<file path="src/rtl/ll_multi_list_pkg.sv">
// Shared request/response encodings for the multi-list linked-list manager.
package ll_multi_list_pkg;

    typedef enum logic [2:0] {
        PUSH      = 3'd0,
        POP       = 3'd1,
        PEEK      = 3'd2,
        FLUSH     = 3'd3,
        PUSH_HEAD = 3'd4
    } t_req_types;

    typedef enum logic [2:0] {
        OK      = 3'd0,
        EMPTY   = 3'd1,
        FULL    = 3'd2,
        BAD_POS = 3'd3,
        BAD_REQ = 3'd4
    } t_resp_types;

endpackage

</file>
<file path="src/rtl/ll_free_ptr_fifo.sv">
// Circular FIFO of free node pointers; resets holding 0..DEPTH-1 in order.
// Alloc and release are never requested in the same cycle by the manager.
module ll_free_ptr_fifo #(
    parameter int DEPTH  = 16,
    parameter int PTR_WD = $clog2(DEPTH)
) (
    input  logic              clk,
    input  logic              reset_n,
    input  logic              alloc,
    output logic [PTR_WD-1:0] alloc_ptr,
    input  logic              rel,
    input  logic [PTR_WD-1:0] rel_ptr,
    output logic [PTR_WD:0]   free_cnt
);

    localparam logic [PTR_WD-1:0] PTR_ONE = PTR_WD'(1);
    localparam logic [PTR_WD:0]   CNT_ONE = (PTR_WD+1)'(1);

    logic [PTR_WD-1:0] mem_q [DEPTH];
    logic [PTR_WD-1:0] mem_d [DEPTH];
    logic [PTR_WD-1:0] rd_q, rd_d, wr_q, wr_d;
    logic [PTR_WD:0]   cnt_q, cnt_d;

    // NOTE: blocking assignments in always_comb; each signal gets a default
    // first so no path leaves it unassigned and no latch is inferred.
    always_comb begin
        mem_d = mem_q;
        rd_d  = rd_q;
        wr_d  = wr_q;
        cnt_d = cnt_q;
        if (alloc) begin
            rd_d  = rd_q + PTR_ONE;
            cnt_d = cnt_d - CNT_ONE;
        end
        if (rel) begin
            mem_d[wr_q] = rel_ptr;
            wr_d        = wr_q + PTR_ONE;
            cnt_d       = cnt_d + CNT_ONE;
        end
    end

    // NOTE: non-blocking assignments for all flops; this memory is reset
    // because its contents are the free list itself, not payload.
    always_ff @(posedge clk or posedge reset_n) begin
        if (reset_n) begin
            for (int i = 0; i < DEPTH; i++) mem_q[i] <= PTR_WD'(i);
            rd_q  <= '0;
            wr_q  <= '0;
            cnt_q <= (PTR_WD+1)'(DEPTH);
        end else begin
            mem_q <= mem_d;
            rd_q  <= rd_d;
            wr_q  <= wr_d;
            cnt_q <= cnt_d;
        end
    end

    assign alloc_ptr = mem_q[rd_q];
    assign free_cnt  = cnt_q;

endmodule

</file>
<file path="src/rtl/ll_multi_list_mgr.sv">
// NUM_LISTS linked lists over a shared DEPTH-node pool; push/pop/peek/flush.
// Optional LL_PUSH_HEAD_EN enables request code 4 (PUSH_HEAD).
module ll_multi_list_mgr
    import ll_multi_list_pkg::*;
#(
    parameter  int NUM_LISTS = 4,
    parameter  int DEPTH     = 16,
    parameter  int DATA_WD   = 32,
    localparam int PTR_WD    = $clog2(DEPTH),
    localparam int LID_WD    = $clog2(NUM_LISTS)
) (
    input  logic                          clk,
    input  logic                          reset_n,
    input  logic                          req_vld,
    output logic                          req_rdy,
    input  logic [2:0]                    req_type,
    input  logic [LID_WD-1:0]             req_lid,
    input  logic [PTR_WD-1:0]             req_pos,
    input  logic [DATA_WD-1:0]            req_data,
    output logic                          resp_vld,
    input  logic                          resp_taken,
    output logic [2:0]                    resp_type,
    output logic [DATA_WD-1:0]            resp_data,
    output logic                          resp_data_vld,
    output logic [NUM_LISTS-1:0]          list_empty,
    output logic [NUM_LISTS*(PTR_WD+1)-1:0] list_size,
    output logic [PTR_WD:0]               free_cnt
);

    localparam logic [1:0] S_IDLE  = 2'd0;
    localparam logic [1:0] S_WALK  = 2'd1;
    localparam logic [1:0] S_FLUSH = 2'd2;
    localparam logic [1:0] S_RESP  = 2'd3;

    localparam logic [PTR_WD-1:0] PTR_ONE = PTR_WD'(1);
    localparam logic [PTR_WD:0]   SZ_ONE  = (PTR_WD+1)'(1);

    logic [1:0]         state_q, state_d;
    logic [LID_WD-1:0]  lid_q, lid_d;
    logic [PTR_WD-1:0]  cur_q, cur_d, cnt_q, cnt_d;
    logic [PTR_WD-1:0]  head_q [NUM_LISTS];
    logic [PTR_WD-1:0]  head_d [NUM_LISTS];
    logic [PTR_WD-1:0]  tail_q [NUM_LISTS];
    logic [PTR_WD-1:0]  tail_d [NUM_LISTS];
    logic [PTR_WD:0]    size_q [NUM_LISTS];
    logic [PTR_WD:0]    size_d [NUM_LISTS];
    logic [DATA_WD-1:0] data_q [DEPTH];
    logic [DATA_WD-1:0] data_d [DEPTH];
    logic [PTR_WD-1:0]  nxt_q  [DEPTH];
    logic [PTR_WD-1:0]  nxt_d  [DEPTH];
    t_resp_types        resp_type_q, resp_type_d;
    logic [DATA_WD-1:0] resp_data_q, resp_data_d;
    logic               resp_data_vld_q, resp_data_vld_d;

    logic               alloc, rel;
    logic [PTR_WD-1:0]  alloc_ptr, rel_ptr, hd;
    logic [LID_WD-1:0]  sel_lid;
    logic [PTR_WD:0]    sz;

    ll_free_ptr_fifo #(.DEPTH(DEPTH), .PTR_WD(PTR_WD)) u_free (
        .clk       (clk),
        .reset_n   (reset_n),
        .alloc     (alloc),
        .alloc_ptr (alloc_ptr),
        .rel       (rel),
        .rel_ptr   (rel_ptr),
        .free_cnt  (free_cnt)
    );

    // The list being operated on: the incoming request in IDLE, else the latched one.
    assign sel_lid = (state_q == S_IDLE) ? req_lid : lid_q;
    assign hd      = head_q[sel_lid];
    assign sz      = size_q[sel_lid];

    always_comb begin
        state_d         = state_q;
        lid_d           = lid_q;
        cur_d           = cur_q;
        cnt_d           = cnt_q;
        head_d          = head_q;
        tail_d          = tail_q;
        size_d          = size_q;
        data_d          = data_q;
        nxt_d           = nxt_q;
        resp_type_d     = resp_type_q;
        resp_data_d     = resp_data_q;
        resp_data_vld_d = resp_data_vld_q;
        alloc           = 1'b0;
        rel             = 1'b0;
        rel_ptr         = hd;
        case (state_q)
            S_IDLE: if (req_vld) begin
                lid_d           = req_lid;
                state_d         = S_RESP;
                resp_type_d     = OK;
                resp_data_vld_d = 1'b0;
                case (req_type)
                    PUSH: if (free_cnt == '0) resp_type_d = FULL;
                    else begin
                        alloc = 1'b1;
                        data_d[alloc_ptr] = req_data;
                        if (sz != '0) nxt_d[tail_q[sel_lid]] = alloc_ptr;
                        else          head_d[sel_lid] = alloc_ptr;
                        tail_d[sel_lid] = alloc_ptr;
                        size_d[sel_lid] = sz + SZ_ONE;
                    end
                    POP: if (sz == '0) resp_type_d = EMPTY;
                    else begin
                        resp_data_d     = data_q[hd];
                        resp_data_vld_d = 1'b1;
                        head_d[sel_lid] = nxt_q[hd];
                        rel             = 1'b1;
                        size_d[sel_lid] = sz - SZ_ONE;
                    end
                    PEEK: if ({1'b0, req_pos} >= sz) resp_type_d = BAD_POS;
                    else if (req_pos == '0) begin
                        resp_data_d     = data_q[hd];
                        resp_data_vld_d = 1'b1;
                    end else begin
                        state_d = S_WALK;
                        cur_d   = hd;
                        cnt_d   = req_pos;
                    end
                    FLUSH: if (sz != '0) state_d = S_FLUSH;
`ifdef LL_PUSH_HEAD_EN
                    PUSH_HEAD: if (free_cnt == '0) resp_type_d = FULL;
                    else begin
                        alloc = 1'b1;
                        data_d[alloc_ptr] = req_data;
                        nxt_d[alloc_ptr]  = hd;
                        head_d[sel_lid]   = alloc_ptr;
                        if (sz == '0) tail_d[sel_lid] = alloc_ptr;
                        size_d[sel_lid] = sz + SZ_ONE;
                    end
`endif
                    default: resp_type_d = BAD_REQ;
                endcase
            end
            // Last hop reads the target node directly so the response lands at T+1+pos.
            S_WALK: if (cnt_q == PTR_ONE) begin
                resp_data_d     = data_q[nxt_q[cur_q]];
                resp_data_vld_d = 1'b1;
                state_d         = S_RESP;
            end else begin
                cur_d = nxt_q[cur_q];
                cnt_d = cnt_q - PTR_ONE;
            end
            S_FLUSH: begin
                rel             = 1'b1;
                head_d[sel_lid] = nxt_q[hd];
                size_d[sel_lid] = sz - SZ_ONE;
                if (sz == SZ_ONE) state_d = S_RESP;
            end
            S_RESP: if (resp_taken) begin
                state_d         = S_IDLE;
                resp_data_vld_d = 1'b0;
            end
            default: state_d = S_IDLE;
        endcase
    end

    always_ff @(posedge clk or posedge reset_n) begin
        if (reset_n) begin
            state_q         <= S_IDLE;
            lid_q           <= '0;
            cur_q           <= '0;
            cnt_q           <= '0;
            head_q          <= '{default: '0};
            tail_q          <= '{default: '0};
            size_q          <= '{default: '0};
            resp_type_q     <= OK;
            resp_data_q     <= '0;
            resp_data_vld_q <= 1'b0;
        end else begin
            state_q         <= state_d;
            lid_q           <= lid_d;
            cur_q           <= cur_d;
            cnt_q           <= cnt_d;
            head_q          <= head_d;
            tail_q          <= tail_d;
            size_q          <= size_d;
            resp_type_q     <= resp_type_d;
            resp_data_q     <= resp_data_d;
            resp_data_vld_q <= resp_data_vld_d;
        end
    end

    // Payload and links are only read for nodes reachable from a valid head.
    always_ff @(posedge clk) begin
        data_q <= data_d;
        nxt_q  <= nxt_d;
    end

    always_comb begin
        list_size  = '0;
        list_empty = '0;
        for (int i = 0; i < NUM_LISTS; i++) begin
            list_size[i*(PTR_WD+1) +: (PTR_WD+1)] = size_q[i];
            list_empty[i] = (size_q[i] == '0);
        end
    end

    assign req_rdy       = (state_q == S_IDLE);
    assign resp_vld      = (state_q == S_RESP);
    assign resp_type     = resp_type_q;
    assign resp_data     = resp_data_q;
    assign resp_data_vld = resp_data_vld_q;

endmodule
</file>
<file path="config.mk">
export PLATFORM = sky130hd
export DESIGN_NAME = ll_multi_list_mgr
export DESIGN_NICKNAME = d
export VERILOG_FILES = /design/src/rtl/ll_multi_list_pkg.sv /design/src/rtl/ll_free_ptr_fifo.sv /design/src/rtl/ll_multi_list_mgr.sv
export SDC_FILE = /design/constraint.sdc
export NUM_CORES = 2
export LEC_CHECK = 0
export ABC_CLOCK_PERIOD_IN_PS = 6650
export BUFFER_PORTS_ARGS = -buffer_cell sky130_fd_sc_hd__buf_2
export CORE_MARGIN = 5
export CORE_UTILIZATION = 60
export CTS_CLUSTER_DIAMETER = 100
export DETAILED_ROUTE_END_ITERATION = 6
export PLACE_DENSITY = 0.75
export SLEW_MARGIN = 20
export SYNTH_ARGS = -nofsm -noshare
export SYNTH_HDL_FRONTEND = slang
export SYNTH_SLANG_ARGS = --single-unit
export TNS_END_PERCENT = 20
</file>
<file path="constraint.sdc">
create_clock -name clk -period 6.65 [get_ports clk]
set_input_delay 1.33 -clock clk [delete_from_list [all_inputs] [get_ports clk]]
set_output_delay 1.33 -clock clk [all_outputs]
set_load 0.01 [all_outputs]
</file>
; After elaboration in Yosys (flattened, before gate mapping)
; Cells that the tools add are included.
[totals]
wordCells = 251
reg_bits = 753
out_inout_bits = 67
[classes]
n_lt_le_gt_ge = 13
add_sub_neg = 7
muxes = 103
reduce_logical = 26
bitwise_logic = 9
n_eq_ne = 23
[op_table]
columns = operator, count
row1 = $bwmux 512, 1
row2 = $mux 32, 10
row3 = $bmux 32 s4, 2
row4 = $bwmux 64, 2
row5 = $demux 32 s4, 1
row6 = $pmux 32 s2, 2
row7 = $mux 4, 23
row8 = $pmux 20 s2, 2
row9 = $mux 16, 4
row10 = $pmux 16 s2, 2
row11 = $mux 20, 3
row12 = $bmux 4 s4, 3
row13 = $bwmux 16, 3
row14 = $bwmux 20, 2
row15 = $ge 5x5->1 const B, 7
row16 = $not 4->5, 7
row17 = $demux 4 s4, 2
row18 = $logic_not 5->1, 6
row19 = $mux 5, 5
row20 = $mux 2, 9
row21 = $bmux 4 s2, 2
row22 = $pmux 4 s2, 2
row23 = $lt 5x1->1 const B, 3
row24 = $ne 3x3->1 const B, 5
row25 = 39 further kinds, 73

; Depth between registers and ports, before layout
[logic_depth]
depth_word = 15
depth_mapped = 16
mapped_depth_nobuf = 13

; Hierarchy
; A second synthesis with hierarchy kept.
[hier_totals]
cells_unflattened = 2793
hier_area_um2 = 36645.1
[modules_own_cells]
columns = module, cells_each, seq_area_each_um2, n_inst, area_each_um2
row1 = ll_multi_list_mgr, 2539, 19799.0, 1, 32930.3
row2 = ll_free_ptr_fifo, 254, 1968.1, 1, 3714.8

; Worst setup path after synthesis
; Ideal clock, no wire load.
[synth_path]
path_kind = register -> register
startpoint = register, netlist name u_free.rd_q[0]
endpoint = register data_q[416] in the netlist's numbering, enable pin
arrival_time_ns = 4.160
setup_slack_ns = 2.069
required_time_ns = 6.229
setup_ns = 0.421
path_stages_with_launch = 8
path_cell_list = dfrtp_1 -> clkbuf_1 -> clkbuf_1 -> mux4_2 -> mux4_2 -> clkbuf_1 -> or3_1 -> nor2_1
[synth_lines]
columns = element, line
row1 = end signal: assignment, ll_multi_list_mgr.sv:190  ; data_q <= data_d;
row2 = end: declaration, ll_multi_list_mgr.sv:47  ; logic [DATA_WD-1:0] data_q [DEPTH];

; Worst setup path in the final report
[layout_path]
startpoint = register state_q[0]
endpoint = register resp_data_q[4], in the netlist resp_data[4]
[layout_via]
elab_chain_cells = 15
word_cells_on_any_way = 30
classes_between = order compare: 1 / eq/ne: 7 / mux: 16 / bitwise: 2 / reduce/logical: 4
[layout_lines]
columns = element, line
row1 = start: declaration, ll_multi_list_mgr.sv:38  ; logic [1:0] state_q, state_d;
row2 = start signal: assignment, ll_multi_list_mgr.sv:175  ; state_q <= state_d;
row3 = $logic_not 2->1, "ll_multi_list_mgr.sv:71, ll_multi_list_mgr.sv:91"
row4 = $mux 2, ll_multi_list_mgr.sv:71  ; assign sel_lid = (state_q == S_IDLE) ? req_lid : lid_q;
row5 = $not 2->3 (implied by the code), "ll_multi_list_mgr.sv:72, ll_multi_list_mgr.sv:73"
row6 = $bmux 4 s2, ll_multi_list_mgr.sv:72  ; assign hd = head_q[sel_lid];
row7 = $mux 4 (implied by the code) (2 in series), ll_multi_list_mgr.sv:72
row8 = $not 4->5 (implied by the code), "ll_multi_list_mgr.sv:109, ll_multi_list_mgr.sv:117"
row9 = $bmux 32 s4, "ll_multi_list_mgr.sv:109, ll_multi_list_mgr.sv:117"
row10 = $mux 32 (implied by the code) (2 in series), "ll_multi_list_mgr.sv:109, ll_multi_list_mgr.sv:117"
row11 = $mux 32, ll_multi_list_mgr.sv:116  ; else if (req_pos == '0) begin
row12 = $mux 32, ll_multi_list_mgr.sv:115  ; PEEK: if ({1'b0, req_pos} >= sz) resp_type_d = BAD_POS;
row13 = $pmux 32 s2, ll_multi_list_mgr.sv:97  ; case (req_type)
row14 = $mux 32, ll_multi_list_mgr.sv:92  ; S_IDLE: if (req_vld) begin
row15 = $pmux 32 s2, ll_multi_list_mgr.sv:91  ; case (state_q)
row16 = end signal: assignment, ll_multi_list_mgr.sv:183  ; resp_data_q <= resp_data_d;
row17 = end: declaration, ll_multi_list_mgr.sv:52  ; logic [DATA_WD-1:0] resp_data_q, resp_data_d;
; Several ways; a longest one is shown, not always the timed one. The select of a mux whose other input is x is not followed.
; A chain may end at the register's enable or synchronous reset.

==> reports/metrics.cfg <==
[finish]
final_cell_mix=nand2_1, edfxtp_1, nand3_1, a21oi_1, dfrtp_1
fin_nets=3307
drive_above_1_share_pct=15.6
layout_commonest_cell=nand2_1
nFillCells=4187
syn2layout_area_growth_pct=10.4

[clock_network]
cts_root_buf=clkbuf_16
cts_resized=0
cts_buffers=77
cts_setup_buffers=0
cts_tree=yes
cts_max_level=3
clock_sinks=753
hold_buffers=0
clock_latency_ns=0.63
clk_pin_slew_worst_paths_ns=0.06
clock_path_buffers=3

[route]
drtAntennaViolNets=0
drt_iter0_drc=3772
wire_per_inst_microns=25.7
drt_pre_antenna_iters=7
vias=28000
finalWirelength_mm=105
drc_errors=17
avgViaCountPerCell=6.85

[min_path]
hp-class=flip-flop to flip-flop

[floorplan]
pin_count=112
die_h_microns=255
start_util_pct=60.8
die_w_microns=255
num_rows=89
core_sq_um=59200
die_area_sq_um=65000

[power]
irDropWorstVdd_mv=0.610
p_leak_nw=14.5
power.density_nw_per_um2=530

[timing]
rsz0062_at_grt=no
whs_ns=0.484
finalCritPeriodShare_pct=77.1
fin_tns_setup_ns=0
skew_ns=0.0214
fmax_mhz=195
hold_viol=0
slew_viol_final=0
setup_viol=0
min_period_ns=5.13
maxSlewHeadroom_pct=21.5
tightest_slew_ns=1.17

[placed_design]
portBuffers=111
gp_congestion=0.872
dp_hpwl_mm=58.4

[critical_path]
crit_top_cell=ha_1
worstPathRequired_ns=7.19
worstPathArrival_ns=5.67
crit_chain=inv_1 > ha_1 > mux2i_4 > mux4_2 > ha_1 > nand2b_1 > a21o_1 > maj3_2 > o21a_4 > a22oi_2 > buf_4 > nor2_1 > a31oi_1
cp_max_fo=32
end_kind=flip-flop
critPathSlowestCell=mux2i_4
slowest_delay_ns=0.77
crit_path_start_kind=flip-flop
critical_path_class=flip-flop to flip-flop

[grt]
grt_use_met1_pct=41.4
grt_pass1_wl_mm=158
use_met2_pct=51.0
grt_start_max_net_pins=132
grt_usage_pct=31.5
grt_pass1_vias=28000
grt.busiest_layer=met2
grt_overflow=0
antenna_found_initial=9
grtUsageMet3_pct=6.41

[logic_synthesis]
yosysWarnings=0
synth_ff_type=edfxtp_1
synth_cells=3242
synth.avg_cell_area_sq_um=11.1
ys_ff_latch=753
seq_area_frac_synth_pct=60.5
synth_enable_flop_cells=576
syn-num-nets=3306
synth-async-reset-ratio_pct=23.5
synth_cell_type_count=68
synth_area_sq_um=36000

[flow_run]
max-cap-violations=0

[run_status]
status=finished, violations left
failed_checks=design-rule violations

per-layer routing:
layer	share of wire [%]	wire length, microns
met1	36	37800
met2	48	49900
met3	12	12500
met4	4.6	4880
met5	0.044	46
cell usage after synthesis, drive strengths merged (3+ instances only):
master / number / area share, %
nand3: 348 / 4.9
inv: 54 / 0.56
dfrtp: 144 / 10
buf: 90 / 1.3
and3: 5 / 0.087
nand3b: 3 / 0.063
and4: 31 / 0.75
a311oi: 31 / 0.75
a211oi: 42 / 0.88
nor3: 9 / 0.15
a21oi: 206 / 2.9
mux4: 48 / 3.0
clkbuf: 154 / 1.6
a221oi: 93 / 2.3
xnor2: 16 / 0.39
a22oi: 3 / 0.090
xor2: 3 / 0.073
o21ai: 50 / 0.70
or4: 5 / 0.10
nor2: 112 / 1.2
nor4: 32 / 0.56
nor2b: 5 / 0.094
o211ai: 35 / 0.73
or3: 7 / 0.12
mux2: 111 / 3.5
nand2b: 11 / 0.19
nand4: 12 / 0.21
a31oi: 46 / 0.80
a32oi: 5 / 0.12
ha: 19 / 0.66
mux2i: 55 / 1.6
and2: 10 / 0.17
nand2: 812 / 8.5
o41ai: 4 / 0.15
edfxtp: 576 / 48
dfstp: 33 / 2.4
critical path, delay by kind of cell, from the launching register on:
kind / cells / cell delay [ns]
AOI/OAI and AO/OA: 4 / 1.09
adders and majority gates: 3 / 1.29
muxes: 2 / 1.31
buffers and inverters: 2 / 0.65
and+or+nand+nor: 2 / 0.22
DFF: 1 / 0.43
final cells by class:
class	count	area (sq um)	share of cell area [%]
well taps	773	967	2.43
diodes	4	10.0	0.0252
clock inverters	37	365	0.919
multi-input cells	2191	13200	33.2
clock buffers	105	2150	5.42
repair buffers	166	1080	2.71
flip-flops and latches	753	21800	54.7
inverters	54	210	0.529
state kept, by name, indices dropped and copies added, names as in the netlist, 3 cells and up, named ones only:
register,flops
list_size,16
tail_q,16
nxt_q,64
head_q,16
u_free.rd_q,4
cur_q,4
u_free.free_cnt,5
cnt_q,4
resp_type,3
resp_data,32
data_q,512
u_free.mem_q,64
u_free.wr_q,4
through the flow:
step	area (sq um)	power (mW)	cells	util [%]	worst slack [ns]
after CTS	39700	20.8	4077	67.0	1.56
final	39800	21.1	4083	67.1	1.52
after global placement	37200	16.1	3935	62.8	1.60
after global routing	39800	22.1	4082	67.1	1.28
after detailed placement	37200	16.5	3935	62.8	1.56
after floorplan	36000	13.4	3242	-	0.573
worst paths after layout:
kind,slack (ns),from,cells past startpoint,endpoint
max in group asynchronous,4.18,reset_n,3,u_free.mem_q[61]
worst max-delay path,1.52,state_q[0],13,resp_data[4]
worst min-delay path,0.48,u_free.mem_q[56],2,u_free.mem_q[56]
min in group asynchronous,0.88,reset_n,2,u_free.free_cnt[1]
worst min register to register,0.48,u_free.mem_q[56],2,u_free.mem_q[56]
worst max register to register,1.52,state_q[0],13,resp_data[4]
report_power, final:
group / leakage (nW) / internal [mW] / switching, mW
Sequential: 7.32 / 5.59 / 0.438
Combinational: 5.96 / 3.29 / 7.41
Clock: 1.23 / 2.51 / 1.82
cell families (layout without fill, tap and decap cells):
group | count (synthesis) | in the layout | share of synthesized area (%)
AND/OR/NAND/NOR | 1407 | 1407 | 17.1
adder cells (fa/ha/maj) | 20 | 20 | 0.692
AO/OA/AOI/OAI | 531 | 531 | 9.76
other | 0 | 4 | 0
multiplexers | 214 | 214 | 8.07
XOR/XNOR | 19 | 19 | 0.462
buffers and inverters | 298 | 362 | 3.44
flip-flops | 753 | 753 | 60.5
(Power assumes the default switching activity.)
